## src/rtl/mem_io_target.sv

```systemverilog
// Memory-side responder: word-wide RAM plus a 4-register timer block, 1-cycle registered reads.
// Optional MEM_ALIGN_CHECK_EN rejects misaligned accesses and adds the align_err output.
module mem_io_target #(
  parameter int          RAM_WORDS = 64,
  parameter logic [31:0] IO_BASE   = 32'hFFFF_0000
) (
  input  logic        clk,
  input  logic        reset,
  input  logic [31:0] address,
  input  logic        wr,
  input  logic [31:0] data_in,
  output logic [31:0] data_out,
`ifdef MEM_ALIGN_CHECK_EN
  output logic        align_err,
`endif
  output logic        timer_irq
);

  localparam int IDX_W = $clog2(RAM_WORDS);

  typedef enum logic [1:0] {
    REG_COUNT   = 2'd0,
    REG_COMPARE = 2'd1,
    REG_STATUS  = 2'd2,
    REG_CTRL    = 2'd3
  } io_reg_e;

  logic [31:0]      ram [RAM_WORDS];
  logic [31:0]      count;
  logic [31:0]      compare;
  logic             expired;
  logic             irq_en;
  logic             count_en;

  logic [IDX_W-1:0] idx;
  logic             ram_hit;
  logic             io_hit;
  logic             misalign;
  logic             ram_we;
  logic             io_we;
  io_reg_e          reg_sel;
  logic [31:0]      rd_data;
  logic             expire_set;
  logic             expire_clr;

  assign idx     = address[IDX_W+1:2];
  assign ram_hit = address < 32'(4 * RAM_WORDS);
  assign io_hit  = !ram_hit && (address[31:4] == IO_BASE[31:4]);
  assign reg_sel = io_reg_e'(address[3:2]);

`ifdef MEM_ALIGN_CHECK_EN
  assign misalign = address[1:0] != 2'b00;
`else
  assign misalign = 1'b0;
`endif

  assign ram_we     = wr && ram_hit && !misalign;
  assign io_we      = wr && io_hit && !misalign;
  // COUNT is compared before any same-cycle write to it, so the match uses the old value.
  assign expire_set = count_en && (count == compare);
  assign expire_clr = io_we && (reg_sel == REG_STATUS) && data_in[0];
  assign timer_irq  = expired && irq_en;

  // NOTE: every output of a combinational block gets a default first so no latch is inferred.
  always_comb begin
    rd_data = 32'h0000_0000;
    if (!misalign) begin
      if (ram_hit) begin
        rd_data = ram[idx];
      end else if (io_hit) begin
        unique case (reg_sel)
          REG_COUNT:   rd_data = count;
          REG_COMPARE: rd_data = compare;
          REG_STATUS:  rd_data = {31'b0, expired};
          REG_CTRL:    rd_data = {30'b0, count_en, irq_en};
        endcase
      end
    end
  end

  // NOTE: the RAM array has no reset; only the write is blocked while reset is asserted.
  always_ff @(posedge clk) begin
    if (ram_we && !reset) begin
      ram[idx] <= data_in;
    end
  end

  // NOTE: sequential state uses non-blocking assignments so reads see pre-edge values.
  always_ff @(posedge clk) begin
    if (reset) begin
      data_out <= 32'h0000_0000;
      count    <= 32'h0000_0000;
      compare  <= 32'hFFFF_FFFF;
      expired  <= 1'b0;
      irq_en   <= 1'b0;
      count_en <= 1'b1;
`ifdef MEM_ALIGN_CHECK_EN
      align_err <= 1'b0;
`endif
    end else begin
      data_out <= rd_data;
`ifdef MEM_ALIGN_CHECK_EN
      align_err <= misalign;
`endif
      expired  <= expire_set || (expired && !expire_clr);

      if (io_we && reg_sel == REG_COUNT) begin
        count <= data_in;
      end else if (count_en) begin
        count <= count + 32'd1;
      end

      if (io_we && reg_sel == REG_COMPARE) begin
        compare <= data_in;
      end

      if (io_we && reg_sel == REG_CTRL) begin
        irq_en   <= data_in[0];
        count_en <= data_in[1];
      end
    end
  end

endmodule

```

## config.mk

```make
export PLATFORM = sky130hd
export DESIGN_NAME = mem_io_target
export DESIGN_NICKNAME = d
export VERILOG_FILES = /design/src/rtl/mem_io_target.sv
export SDC_FILE = /design/constraint.sdc
export NUM_CORES = 2
export LEC_CHECK = 0
export ABC_AREA = 1
export CAP_MARGIN = 10
export CORE_ASPECT_RATIO = 0.8
export CORE_UTILIZATION = 30
export DETAILED_ROUTE_END_ITERATION = 10
export DONT_BUFFER_PORTS = 1
export HOLD_SLACK_MARGIN = 0.06
export PLACE_DENSITY = 0.47
export SLEW_MARGIN = 5
export SYNTH_ARGS = -nofsm -noshare
export SYNTH_HDL_FRONTEND = slang
export SYNTH_SLANG_ARGS = --single-unit
```

## constraint.sdc

```tcl
create_clock -name clk -period 3.5 [get_ports clk]
set_input_delay 0 -clock clk [delete_from_list [all_inputs] [get_ports clk]]
set_output_delay 0 -clock clk [all_outputs]
set_load 0.02 [all_outputs]
```

# Yosys cells after proc, flatten, opt, wreduce, memory -nomap -nowiden
# Memory sizes are Yosys's and may differ from the RTL's.
# Index checks and enable logic that the tools add are counted.
[totals]
regBits = 99
ram_bits = 2048
in_bits = 67
output_inout_bits = 33
elab_cells = 39
mem_count = 1
[memory_table]
columns = ["memory", "depth", "word_bits", "rd", "rd_ports_with_merged_regs", "write_ports", "line", "rtl"]
rows = [
  ["ram", 64, 32, 1, 0, 1, "28", "logic [31:0] ram [RAM_WORDS];"],
]
[classes]
add_sub_neg = 1
magnitude_cmp = 1
eq_ne = 5
mux = 7
n_reduce_logical = 18
[op_table]
columns = ["cell", "count"]
rows = [
  ["$mux W32", 4],
  ["$pmux W32 S4", 1],
  ["$add A32 B1 Y32 const B", 1],
  ["$eq A32 B32 Y1", 1],
  ["$lt A32 B9 Y1 const B", 1],
  ["$eq A28 B28 Y1 const B", 1],
  ["$logic_and A1 B1 Y1", 12],
  ["$eq A2 B2 Y1 const B", 2],
  ["$logic_not A1 Y1", 3],
  ["$eq A2 B1 Y1 const B", 1],
  ["$logic_not A2 Y1", 1],
  ["$mux W1", 2],
  ["$reduce_bool A2 Y1", 1],
  ["$logic_or A1 B1 Y1", 1],
]

# Longest topological paths before layout
[depth]
ltp_word = 9
depth_mapped = 17
mapped_depth_nobuf = 13

# Worst setup path before layout
# Ideal clock, no wire load.
[synth_path]
path_type = "input -> register"
startpoint = "input port address[23]"
endpoint = "memory ram[0][0] (enable)"
setup_time_ps = 421
t_arrival_ps = 2429
required_time_ps = 3079
setup_slack_ps = 649
cell_stages = 7
n_path_buf = 0
path_cell_list = "inv_1 -> nand2_1 -> nor4_1 -> nand2_1 -> nor4_4 -> nand2_1 -> nor2_1"
[synth_between]
elab_chain_cells = 5
[synth_rtl]
columns = ["item", "line", "rtl"]
rows = [
  ["from (decl)", "9", "input logic [31:0] address,"],
  ["$lt A32 B9 Y1", "47", "assign ram_hit = address < 32'(4 * RAM_WORDS);"],
  ["$logic_and A1 B1 Y1", "57", "assign ram_we = wr && ram_hit && !misalign;"],
  ["$logic_and A1 B1 Y1", "83", "if (ram_we && !reset) begin"],
  ["$mux W1", "83", ""],
  ["$mux W1 (not written as such)", "84", "ram[idx] <= data_in;"],
  ["to (decl)", "28", ""],
]
# Every way passes these cells.

# Worst setup path after layout
[layout_path]
startpoint = "input port address[2]"
endpoint = "register data_out[24]"
[layout_between]
elab_chain_cells = 5
word_cells_on_any_way = 11
cone_classes = "order compare: 1; eq/ne: 3; mux: 3; reduce/logical: 3; memory: 1"
[layout_rtl]
columns = ["item", "line", "rtl"]
rows = [
  ["$lt A32 B9 Y1", "47", ""],
  ["$logic_not A1 Y1", "48", "assign io_hit = !ram_hit && (address[31:4] == IO_BASE[31:4]);"],
  ["$logic_and A1 B1 Y1", "48", ""],
  ["$mux W32", "70", "end else if (io_hit) begin"],
  ["$mux W32 (*)", "68", "if (ram_hit) begin"],
  ["to (signal assigned)", "101", "data_out <= rd_data;"],
  ["to (decl)", "12", "output logic [31:0] data_out,"],
]
# Mark *: on every way between the ends. The rest lies on a longest branch, timed or not.
# A chain may end at the register's enable or synchronous reset.

==> summary.md <==
| Metric | Value |
|---|---|
| CP max FO | 52 |
| Core Util, Final | between 30% and 40% |
| Root Driver | clkbuf_16 |
| Hold Crit Start | address[23] |
| Synth top area share | a little over two thirds |
| Die W | approximately 600 um |
| Post-synthesis instance total | 7931 |
| DRC | 0 |
| Syn nets | approximately 8000 |
| Met2 wire length | approximately 140000 um |
| Final instance area | just over 100000 um^2 |
| Seq/Total Area, Yosys | between 70% and 80% |
| CTS buffer count | around 220 |
| Fin. Hold Viols | 0 |
| Synth warn | 0 |
| Io pins | 100 |
| Maximum VDD drop | approximately 0.38 mV |
| Area contributors post-synth | edfxtp_1 (70%), nand2_1 (16%), nand3_1 (3.7%) |
| Clock H-tree levels | 4 |
| Clock Sinks | roughly 2100 |
| Num rows | approximately 180 |
| Multi-input gate area | around 22000 um^2 |
| Largest stage delay on the critical path | about 0.6 ns |
| Fin cells | about 12000 |
| Placed Area | around 94000 um^2 |
| DRC marker count from the first detailed-route iteration | ~8400 |
| Hpwl dp | between 150000 and 200000 um |
| Post-route ant nets | 0 |
| Asr flop ratio synth | 0% |
| Commonest non-fill, non-tap cell in the layout | nand2_1 |
| Setup TNS Final | 0 ns |
| Synth cell types | between 40 and 50 |
| Post-route minimum period | roughly 3.4 ns |
| Post-synth EDFFs | 2048 |
| CTS tree | yes |
| Routability-driven placement congestion ratio | 0.8768 |
| R2R Setup Slk | 0.34 ns |
| Drt first pass iters | 6 |
| Initial antenna violation count | 36 |
| WL/cell | ~27 um |
| Routed wl met3 | 31880 um |
| Tcrit/Tclk final | 97.82% |
| Nets | around 8200 |
| Arr. time, crit path | between 4 and 5 ns |
| WS Path Type | in2reg |
| Max_cap viols | 0 |
| Placed cells | about 12000 |
| Power per cell area | 526.5 nW/um^2 |
| Global-route wire length before repair | about 440000 um |
| I/O Buffers | 0 |
| Uppermost layer routed | met5 |
| Die area | between 200000 and 300000 um^2 |
| Fillers | 28600 |
| Synth-to-layout area growth | 16.87% |
| Place WS | roughly 0.59 ns |
| Post-synth top flop | edfxtp_1 |
| Via count of the first global-routing pass | between 50000 and 60000 |
| Synth Cell Area | 87900 um^2 |
| Die Y | between 400 and 500 um |
| RSZ-0062 raised after global routing | false |
| Layout cells sized above 1 | 7.972% |
| Mapped Avg Cell Area | 11.08 um^2 |
| Max Slew Vio Count | 0 |
| Min-Delay Path Class | in2reg |
| Max stage delay cell, worst path | dlygate4sd3_1 |
| Clock Path Buffers | 4 |
| Startpoint types | input port |
| Tightest Pin Transition | around 1.1 ns |
| Final Setup Violations | 0 |
| Grt total ovfl | 0 |
| Worst r2r src | ram[15][24] |
| Critical path cell sequence | buf_16, buf_16, inv_16, nor2_4, buf_12, buf_12, nand2_1, nand3_1, nand3_1, nand2_2, nand2_1, dlygate4sd3_1, nand2_1, dlygate4sd3_1, o21ai_0, dlygate4sd3_1, a21oi_1 |
| CP Capture Type | register |
| Clk Latency, worst-skew pair | approximately 0.9 ns |
| Clk_skew | between 0.06 and 0.07 ns |
| Seq cells post-synth | 2147 |
| Most frequent cells in the layout | nand2_1 (3655), edfxtp_1 (2048), nand3_1 (651) |
| Core area | just under 300000 um^2 |
| P_leak | 0.03760 uW |
| M1 WL | between 100000 and 150000 um |
| GR Util All Layers | a little over a fifth |
| Fmax | 0.2921 GHz |
| Via density | between 5 and 6 |
| Pin count of the biggest net entering global routing | about 660 |
| WP data required | 4.33 ns |
| Status | complete, no violations |
| Yosys top cell by area | edfxtp_1 |
| Worst slew margin | between 20% and 30% |
| Initial core utilization | 30.20% |
| FF/Latch Area | 63480 um^2 |
| Bufs and invs on worst path | 8 |
| Reg clk slew, reported paths | 0.07 ns |
| Setup ws final | roughly 0.076 ns |
| Crit path launch | address[2] |
| DRT Wirelength | ~320000 um |
| Top delay family on crit path | buffers and inverters |
| DR vias | approximately 61000 |
[cell usage after synthesis (3+ instances only)]
| library cell | count |
|---|---|
| o211ai_1 | 10 |
| nor2_2 | 5 |
| buf_2 | 265 |
| nor3_1 | 24 |
| nor4_1 | 3 |
| nor2_4 | 3 |
| nand3b_1 | 8 |
| buf_4 | 27 |
| o22ai_1 | 19 |
| nand2_1 | 3657 |
| clkbuf_1 | 78 |
| a21oi_1 | 188 |
| dfxtp_1 | 99 |
| edfxtp_1 | 2048 |
| nand4_1 | 239 |
| o21ai_1 | 7 |
| a22oi_1 | 5 |
| nor2_1 | 214 |
| o21ai_0 | 50 |
| nand3_1 | 651 |
| inv_2 | 8 |
| xnor2_1 | 10 |
| buf_1 | 64 |
| inv_1 | 196 |
| xor2_1 | 31 |
[through the flow]
stage / hold slack, ns / power, uW
2_1_floorplan: 0.09887 / 30180
3_3_place_gp: 0.08829 / 30920
3_5_place_dp: 0.08038 / 30920
4_1_cts: 0.06116 / 54180
5_1_grt: 0.09013 / 55550
6_report: 0.02246 / 54090
[power by group]
group          internal (uW)  switching, uW  leakage [uW]
Combinational            829           2510        0.0151
Clock                  12500          10100       0.00327
Sequential             28100           4.69        0.0192
Total                  41400          12600        0.0376
[layer usage]
metal,vias to the layer above,GRT usage [%]
met4,6,3.724
met2,2765,30.58
met3,360,4.603
met5,-,0
met1,30670,32.17
li1,27380,-
[flip-flops by register name, indices dropped and copies added, names as in the netlist]
register and flops:
compare 32, count 32, count_en 1, data_out 32
expired 1, irq_en 1, ram 2048
[tightest hold or removal path, cell delays in order]
cell and delay (ns):
inv_1 0.08, nor3_1 0.08, nand2_1 0.11, nor3_4 0.08, buf_4 0.27, nand2_1 0.11, a21oi_1 0.07
[area by class of cell]
class,instances,share of cell area [%]
flip-flops and latches,2147,61.80
multi-input cells,5141,21.48
clock buffers,282,5.726
repair buffers,376,4.749
well taps,3848,4.687
inverters,206,0.7880
clock inverters,102,0.7588
diodes,7,0.01705
[worst paths after layout]
check / end / cells past startpoint
worst max-delay path: data_out[24] / 17
worst min-delay path: data_out[26] / 7
worst max register to register: data_out[24] / 13
worst min register to register: compare[27] / 2
[kinds of logic (layout without fill, tap and decap cells)]
logic type               count (synthesis)  count (layout)  synth area share, %
AND/OR/NAND/NOR                       4813            4813                22.37
flip-flops                            2147            2147                72.22
buffers and inverters                  643             966                3.260
AO/OA/AOI/OAI                          286             286                1.727
XOR/XNOR                                41              41               0.4085
adder cells (fa/ha/maj)                  1               1              0.01423
other                                    0               7                    0
[what timing repair did]
action | in CTS | in global routing
setup buffers | 0 | 2
gates resized for setup | 0 | 3
endpoints found under the hold margin | 2240 | 14
hold buffers | 130 | 7
setup endpoints to repair | 0 | 244
Power figures use the tool's default switching activity.
